[src/rtl/retire_stage.sv]
// retire_stage: in-order commit of the ROB head.
// Maps, frees, stores via req/ack, squashes, halts, traces.

package retire_pkg;
    localparam int XLEN  = 32;
    localparam int TAG_W = 6;

    typedef enum logic [1:0] {
        BYTE   = 2'h0,
        HALF   = 2'h1,
        WORD   = 2'h2,
        DOUBLE = 2'h3
    } MEM_SIZE;

    typedef struct packed {
        logic [6:0] funct7;
        logic [4:0] rs2;
        logic [4:0] rs1;
        logic [2:0] funct3;
        logic [4:0] rd;
        logic [6:0] opcode;
    } R_TYPE;

    typedef union packed {
        logic [31:0] bits;
        R_TYPE       r;
    } INST;

    typedef struct packed {
        logic             retire_en;
        logic [TAG_W-1:0] retire_t;
        logic [TAG_W-1:0] retire_t_old;
        INST              inst;
        logic             halt;
        logic             wr_mem;
        logic [4:0]       dest_reg_idx;
        logic [XLEN-1:0]  NPC;
        logic [XLEN-1:0]  result;
        logic [XLEN-1:0]  rs2_value;
        logic             take_branch;
    } ROB_IR_PACKET;
endpackage

module retire_stage
    import retire_pkg::*;
#(
    parameter int CNT_W = 64
) (
    input  logic             clock,
    input  logic             reset,
    input  ROB_IR_PACKET     rob_ir_packet,
    input  logic             dmem_ack,
    output logic             ir_stall,
    output logic             arch_wr_en,
    output logic [4:0]       arch_wr_idx,
    output logic [TAG_W-1:0] arch_wr_tag,
    output logic             free_en,
    output logic [TAG_W-1:0] free_tag,
    output logic             squash,
    output logic [XLEN-1:0]  squash_target,
    output logic             dmem_req,
    output logic [XLEN-1:0]  dmem_addr,
    output logic [XLEN-1:0]  dmem_data,
    output MEM_SIZE          dmem_size,
    output logic             halted,
    output logic [CNT_W-1:0] retired_count,
    output logic             wb_valid,
    output logic [XLEN-1:0]  wb_pc,
    output logic [4:0]       wb_reg,
    output logic [XLEN-1:0]  wb_data
);

    typedef enum logic [1:0] {
        IDLE       = 2'd0,
        STORE_WAIT = 2'd1,
        HALTED     = 2'd2
    } state_e;

    state_e           state_q, state_d;
    logic             capture;
    logic             commit;
    logic [XLEN-1:0]  addr_q;
    logic [XLEN-1:0]  data_q;
    MEM_SIZE          size_q;
    logic [CNT_W-1:0] count_q;
    logic             wbv_q;
    logic [XLEN-1:0]  wbpc_q;
    logic [4:0]       wbreg_q;
    logic [XLEN-1:0]  wbdata_q;
    logic             unused_inst;

    assign unused_inst = ^{rob_ir_packet.inst.r.funct7,
                           rob_ir_packet.inst.r.rs2,
                           rob_ir_packet.inst.r.rs1,
                           rob_ir_packet.inst.r.funct3[2],
                           rob_ir_packet.inst.r.rd,
                           rob_ir_packet.inst.r.opcode};

    // Head stall: store capture, ack wait, or halted forever
    always_comb begin
        ir_stall = 1'b0;
        unique case (state_q)
            IDLE:       ir_stall = rob_ir_packet.retire_en
                                 && rob_ir_packet.wr_mem;
            STORE_WAIT: ir_stall = !dmem_ack;
            HALTED:     ir_stall = 1'b1;
            default:    ir_stall = 1'b0;
        endcase
        if (reset) ir_stall = 1'b0;
    end

    assign commit = !reset && rob_ir_packet.retire_en && !ir_stall;

    // Next state and store-capture strobe
    always_comb begin
        state_d = state_q;
        capture = 1'b0;
        unique case (state_q)
            IDLE: begin
                if (commit && rob_ir_packet.halt) begin
                    state_d = HALTED;
                end else if (rob_ir_packet.retire_en
                             && rob_ir_packet.wr_mem) begin
                    state_d = STORE_WAIT;
                    capture = 1'b1;
                end
            end
            STORE_WAIT: begin
                if (dmem_ack) begin
                    state_d = (commit && rob_ir_packet.halt)
                            ? HALTED : IDLE;
                end
            end
            HALTED:  state_d = HALTED;
            default: state_d = IDLE;
        endcase
    end

    // Combinational commit side effects, zero when nothing commits
    always_comb begin
        arch_wr_en    = 1'b0;
        arch_wr_idx   = '0;
        arch_wr_tag   = '0;
        free_en       = 1'b0;
        free_tag      = '0;
        squash        = 1'b0;
        squash_target = '0;
        if (commit) begin
            arch_wr_en  = rob_ir_packet.dest_reg_idx != 5'd0;
            free_en     = rob_ir_packet.dest_reg_idx != 5'd0;
            arch_wr_idx = rob_ir_packet.dest_reg_idx;
            arch_wr_tag = rob_ir_packet.retire_t;
            free_tag    = rob_ir_packet.retire_t_old;
            if (rob_ir_packet.take_branch) begin
                squash        = 1'b1;
                squash_target = rob_ir_packet.result;
            end
        end
    end

    // State register and held store request fields
    always_ff @(posedge clock) begin
        if (reset) begin
            state_q <= IDLE;
            addr_q  <= '0;
            data_q  <= '0;
            size_q  <= BYTE;
        end else begin
            state_q <= state_d;
            if (capture) begin
                addr_q <= rob_ir_packet.result;
                data_q <= rob_ir_packet.rs2_value;
                size_q <= MEM_SIZE'(rob_ir_packet.inst.r.funct3[1:0]);
            end
        end
    end

    // Retired counter and one-cycle-late writeback trace
    always_ff @(posedge clock) begin
        if (reset) begin
            count_q  <= '0;
            wbv_q    <= 1'b0;
            wbpc_q   <= '0;
            wbreg_q  <= '0;
            wbdata_q <= '0;
        end else begin
            wbv_q <= commit;
            if (commit) begin
                count_q  <= count_q + CNT_W'(1);
                wbpc_q   <= rob_ir_packet.NPC - XLEN'(4);
                wbreg_q  <= rob_ir_packet.dest_reg_idx;
                wbdata_q <= rob_ir_packet.result;
            end
        end
    end

    assign dmem_req      = state_q == STORE_WAIT;
    assign dmem_addr     = addr_q;
    assign dmem_data     = data_q;
    assign dmem_size     = size_q;
    assign halted        = state_q == HALTED;
    assign retired_count = count_q;
    assign wb_valid      = wbv_q;
    assign wb_pc         = wbpc_q;
    assign wb_reg        = wbreg_q;
    assign wb_data       = wbdata_q;

endmodule

[config.mk]
export PLATFORM = sky130hd
export DESIGN_NAME = retire_stage
export DESIGN_NICKNAME = d
export VERILOG_FILES = /design/src/rtl/retire_stage.sv
export SDC_FILE = /design/constraint.sdc
export NUM_CORES = 1
export LEC_CHECK = 0
export BUFFER_PORTS_ARGS = -buffer_cell sky130_fd_sc_hd__buf_2
export CAP_MARGIN = 25
export CELL_PAD_IN_SITES_DETAIL_PLACEMENT = 1
export CELL_PAD_IN_SITES_GLOBAL_PLACEMENT = 2
export CORE_ASPECT_RATIO = 1.2
export CORE_MARGIN = 4
export CORE_UTILIZATION = 25
export DETAILED_ROUTE_END_ITERATION = 8
export PLACE_DENSITY = 0.83
export SLEW_MARGIN = 20
export SYNTH_ARGS = -nofsm -noshare
export SYNTH_HDL_FRONTEND = slang
export SYNTH_SLANG_ARGS = --single-unit
[constraint.sdc]
create_clock -name clock -period 3.4 [get_ports clock]
set_clock_uncertainty 0.05 [all_clocks]
set_input_delay 0.85 -clock clock [delete_from_list [all_inputs] [get_ports clock]]
set_output_delay 0.85 -clock clock [all_outputs]
set_load 0.05 [all_outputs]
; Yosys cells after proc, flatten, opt, wreduce, memory -nomap -nowiden
; Index checks and enable logic that the tools add are counted.
[word_totals]
reg_bits = 202
in_bits = 152
word_cells = 43
[classes]
addsub = 2
mux = 18
n_reduce_logical = 10
n_eq_ne = 4
[op_table]
columns = op, n
row1 = $add A64 B1 Y64 const B, 1
row2 = $mux W32, 2
row3 = $sub A32 B3 Y32 const B, 1
row4 = $mux W6, 2
row5 = $mux W2, 4
row6 = $mux W1, 7
row7 = $pmux W2 S3, 1
row8 = $mux W5, 1
row9 = $reduce_bool A5 Y1, 1
row10 = $logic_and A1 B1 Y1, 4
row11 = $logic_not A1 Y1, 3
row12 = $ne A3 B3 Y1 const B, 1
row13 = $pmux W1 S3, 1
row14 = $eq A2 B1 Y1 const B, 1
row15 = $eq A2 B2 Y1 const B, 1
row16 = $logic_not A2 Y1, 1
row17 = $ne A2 B2 Y1 const B, 1
row18 = $reduce_and A2 Y1, 1

; Depth between registers and ports, before layout
[logic_depth]
depth_word = 9
mapped_depth = 8
mapped_depth_nobuf = 7

; Worst setup path after synthesis
; No wires, ideal clock.
[synth_path]
path_type = input port to output port
from = input port rob_ir_packet[102] (netlist name)
to = output port free_en
t_required_ps = 2500
path_buffers = 2
arrival_time_ps = 2933
path_stages = 5
setup_slack_ps = -433
path_cell_list = or4b_4 a21o_1 clkbuf_1 a21oi_1 buf_4
[synth_between]
elab_chain_cells = 6
[synth_rtl]
columns = item, line_no
row1 = start: declaration, 51  ; input ROB_IR_PACKET rob_ir_packet,
row2 = $logic_and A1 B1 Y1, 104  ; && rob_ir_packet.wr_mem;
row3 = $pmux W1 S3, 102  ; unique case (state_q)
row4 = $mux W1, 109  ; if (reset) ir_stall = 1'b0;
row5 = $logic_not A1 Y1, 112  ; assign commit = !reset && rob_ir_packet.retire_en && !ir_stall;
row6 = $logic_and A1 B1 Y1, 112
row7 = $mux W1, -
row8 = end: declaration, 57  ; output logic free_en,
; Every way passes these cells.

; Final worst setup path
[layout_path]
from = input port rob_ir_packet[102] (netlist name)
to = output port squash_target[28]
[layout_between]
elab_chain_cells = 6
[layout_rtl]
columns = item, line_no
row1 = $logic_and A1 B1 Y1, 104
row2 = $pmux W1 S3, 102
row3 = $mux W1, 109
row4 = $logic_not A1 Y1, 112
row5 = $logic_and A1 B1 Y1, 112
row6 = $mux W32, 148  ; if (commit) begin
row7 = end: declaration, 60  ; output logic [XLEN-1:0] squash_target,
; Every way passes these cells.

==> flow_metrics.py <==
metrics = {
    "floorplan": {
        "start_util_pct": 25.46,
        "core_um2": 34260,
        "num_rows": 74,
        "die_w_um": 178.5,
        "ios": 407,
        "die_area_um2": 37950,
        "die_height_um": 212.6,
    },
    "synth": {
        "yosysWarnings": 0,
        "synthXorXnorAreaFrac_pct": 5.222,
        "syn-instance-count": 1099,
        "muxShareOfSynthArea_pct": 1.807,
        "synth_top_family_by_area": "simple AND/OR/NAND/NOR gates",
        "synth-adder-area-share_pct": 0.2869,
        "yosysSeqAreaShare_pct": 46.36,
        "syn_area_per_cell_um2": 7.936,
        "synth_compound_area_share_pct": 12.39,
        "syn-num-nets": 1253,
        "ys_seq_elements": 202,
        "syn-cell-area_um2": 8722,
        "synth_cell_type_count": 42,
        "synthSimpleGateAreaFrac_pct": 29.94,
    },
    "clock_tree": {
        "root_buffer": "clkbuf_16",
        "cts_sinks": 202,
        "cts_tree": "yes",
        "cts_buffers": 24,
        "path_clk_slew_ps": 60,
        "cts_buffer_depth": 3,
        "clock_latency_ps": 520,
        "htree_num_levels": 1,
        "cts_setup_buffers": 0,
    },
    "finish": {
        "nNetsFinal": 1606,
        "fill_cells": 4242,
        "largest_reg_flops": 64,
        "fin_area_um2": 12130,
        "diodes": 0,
        "drive_above_1_share_pct": 31.90,
        "syn_to_final_growth_pct": 39.12,
    },
    "power_and_ir_drop": {
        "p_leak_nw": 5.301,
        "powerDensity_nw_per_um2": 533.9,
        "ir_drop_mv": 0.3594,
    },
    "timing": {
        "fin_crit_ps": 3321,
        "tightest_slew_ps": 1328,
        "rsz0062_at_grt": "no",
        "setup-violations-final": 0,
        "max_freq_mhz": 301.1,
        "finalSetupTns_ps": 0,
        "period_share_pct": 97.68,
        "maxSlewViolCount": 0,
        "relSlewSlack_pct": 11.44,
        "hold_violations": 0,
    },
    "drt": {
        "wl_per_cell_um": 16.96,
        "vias_per_cell": 4.742,
        "drt_iter0_drc": 497,
        "wl_mm": 32.66,
        "via_count": 9133,
        "drc": 0,
        "first_pass_iters": 6,
        "drtAntennaViolNets": 0,
    },
    "global_route": {
        "antenna_found_initial": 1,
        "grt.total_usage_pct": 16.04,
        "grt_max_degree": 206,
        "grt_overflow_total": 0,
        "grt_first_pass_wirelength_mm": 50.03,
        "grt_pass1_vias": 9161,
    },
    "worst_setup_path": {
        "endpoint_kind": "output pin",
        "reg2reg_depth": 5,
        "startpoint_type": "input pin",
        "reg2reg_slack_ps": 740,
        "r2r_end": "retired_count[51]",
        "reg2reg_from": "retired_count[38]",
        "worstPathMaxFanout": 21,
        "worst-setup-path-type": "input pin to output pin",
        "critPathArrivalTime_ps": 2420,
        "crit_required_ps": 2500,
    },
    "worst_hold_path": {
        "whs_endpoint": "wb_data[26]",
        "min_path_cells": 2,
        "holdCritStartpoint": "wb_data[26]",
        "min_path_type": "register to register",
    },
    "job": {
        "drv_cap": 0,
    },
    "placement": {
        "gp_congestion": 0.7653,
        "portBuffers": 376,
        "postPlaceCellArea_um2": 11170,
        "dp_hpwl_mm": 23.33,
    },
    "run_status": {
        "status": "finished, final reports clean",
    },
}
-- synth_stat cells (all sizes together) --
| library cell | count | share of area [%] |
|---|---|---|
| nand2 | 243 | 10 |
| dfxtp | 202 | 46 |
| a21oi | 130 | 7.5 |
| nor2 | 90 | 3.9 |
| clkbuf | 54 | 2.3 |
| and3 | 34 | 2.4 |
| xnor2 | 34 | 3.4 |
| nor3 | 32 | 1.8 |
| nand3 | 31 | 1.8 |
| a211oi | 21 | 1.8 |
| and2 | 21 | 1.5 |
| nand4 | 21 | 1.5 |
| buf | 20 | 1.1 |
| xor2 | 18 | 1.8 |
| or3 | 17 | 1.2 |
| o21ai | 16 | 0.92 |
| nor2b | 15 | 1.1 |
| nor4 | 15 | 1.1 |
| mux2 | 14 | 1.8 |
| or4 | 14 | 1.2 |
| inv | 12 | 0.52 |
| o31ai | 11 | 0.95 |
| and4 | 6 | 0.60 |
| a311oi | 5 | 0.50 |
| nand3b | 4 | 0.34 |
| or2 | 3 | 0.22 |
| a2111oi | 2 | 0.49 |
| ha | 2 | 0.29 |
| nand2b | 2 | 0.14 |
| nor3b | 2 | 0.17 |
| nor4b | 2 | 0.20 |
| a21o | 1 | 0.086 |
| clkinv | 1 | 0.043 |
| nand4b | 1 | 0.10 |
| o211ai | 1 | 0.086 |
| o31a | 1 | 0.10 |
| or4b | 1 | 0.16 |
-- metal layers --
| layer | global-route usage (%) | vias to the layer above | wire length, µm |
|---|---|---|---|
| li1 | - | 4456 | - |
| met1 | 18.70 | 4365 | 13080 |
| met2 | 29.19 | 262 | 16540 |
| met3 | 3.717 | 48 | 2342 |
| met4 | 4.633 | 2 | 687 |
| met5 | 0 | - | 13 |
-- per-stage QoR --
step	worst slack [ps]	std cells	hold slack, ps	power [mW]	utilization (%)
after CTS	1.175	1925	402.1	6.594	35.28
after global routing	36.44	1926	416.1	6.770	35.42
after detailed placement	-67.98	1881	393.4	3.592	32.60
after floorplan	84.29	1099	463.1	3.250	-
after global placement	-22.58	1881	389.0	3.577	32.60
final	78.78	1926	400.3	6.478	35.42
-- how the worst max path moves through the flow --
| stage | startpoint | to | slack [ps] | cells after the start |
|---|---|---|---|---|
| floorplan | rob_ir_packet[102] | free_en | 80 | 5 |
| global placement | rob_ir_packet[102] | squash_target[31] | -20 | 7 |
| detailed placement | rob_ir_packet[102] | squash_target[13] | -70 | 7 |
| CTS | rob_ir_packet[102] | squash_target[13] | 1 | 7 |
| global route | rob_ir_packet[102] | squash_target[28] | 40 | 7 |
| finish | rob_ir_packet[102] | squash_target[28] | 80 | 7 |
-- cells in the final DEF (no fill, tap or decap), types with 21 or more instances in the layout --
master | netlist | layout
a211oi_1 | 21 | 21
a21oi_1 | 130 | 129
and3_1 | 34 | 34
buf_2 | 2 | 365
clkbuf_16 | 0 | 26
dfxtp_1 | 202 | 202
nand2_1 | 242 | 241
nand3_1 | 31 | 31
nand4_1 | 21 | 21
nor2_1 | 90 | 90
nor3_1 | 32 | 31
xnor2_1 | 34 | 34
-- cells by family after synthesis --
| logic type | count (synthesis) |
|---|---|
| xor gates and xnor gates | 52 |
| buffers and inverters | 87 |
| AOI/OAI and AO/OA | 188 |
| adders and majority gates | 2 |
| muxes | 14 |
| and+or+nand+nor | 554 |
| DFF | 202 |
-- worst max-delay path, cell delays in order --
cell	delay [ps]
buf_2	110
or4b_4	480
a21o_1	240
clkinv_4	130
clkbuf_16	190
and3_1	150
buf_2	260
-- what timing repair did --
| item | CTS | global route |
|---|---|---|
| gates cloned | 0 | 1 |
| resized for setup | 3 | 10 |
| hold buffers | 0 | 0 |
| setup endpoints to repair | 42 | 33 |
-- final cells by class --
| class | instances | area [µm²] | share of cell area (%) |
|---|---|---|---|
| Clock buffer | 34 | 709.4 | 5.847 |
| Multi-Input combinational cell | 810 | 4363 | 35.96 |
| Timing Repair Buffer | 401 | 2193 | 18.08 |
| Inverter | 13 | 53.80 | 0.4434 |
| Sequential cell | 202 | 4044 | 33.33 |
| Tap cell | 456 | 570.5 | 4.702 |
| Clock inverter | 10 | 200.2 | 1.650 |
-- where the power goes --
group	internal, mW	switching (mW)
sequential	2.47	0.0506
clock	1.90	1.04
combinational	0.255	0.761
Power figures use the tool's default switching activity.
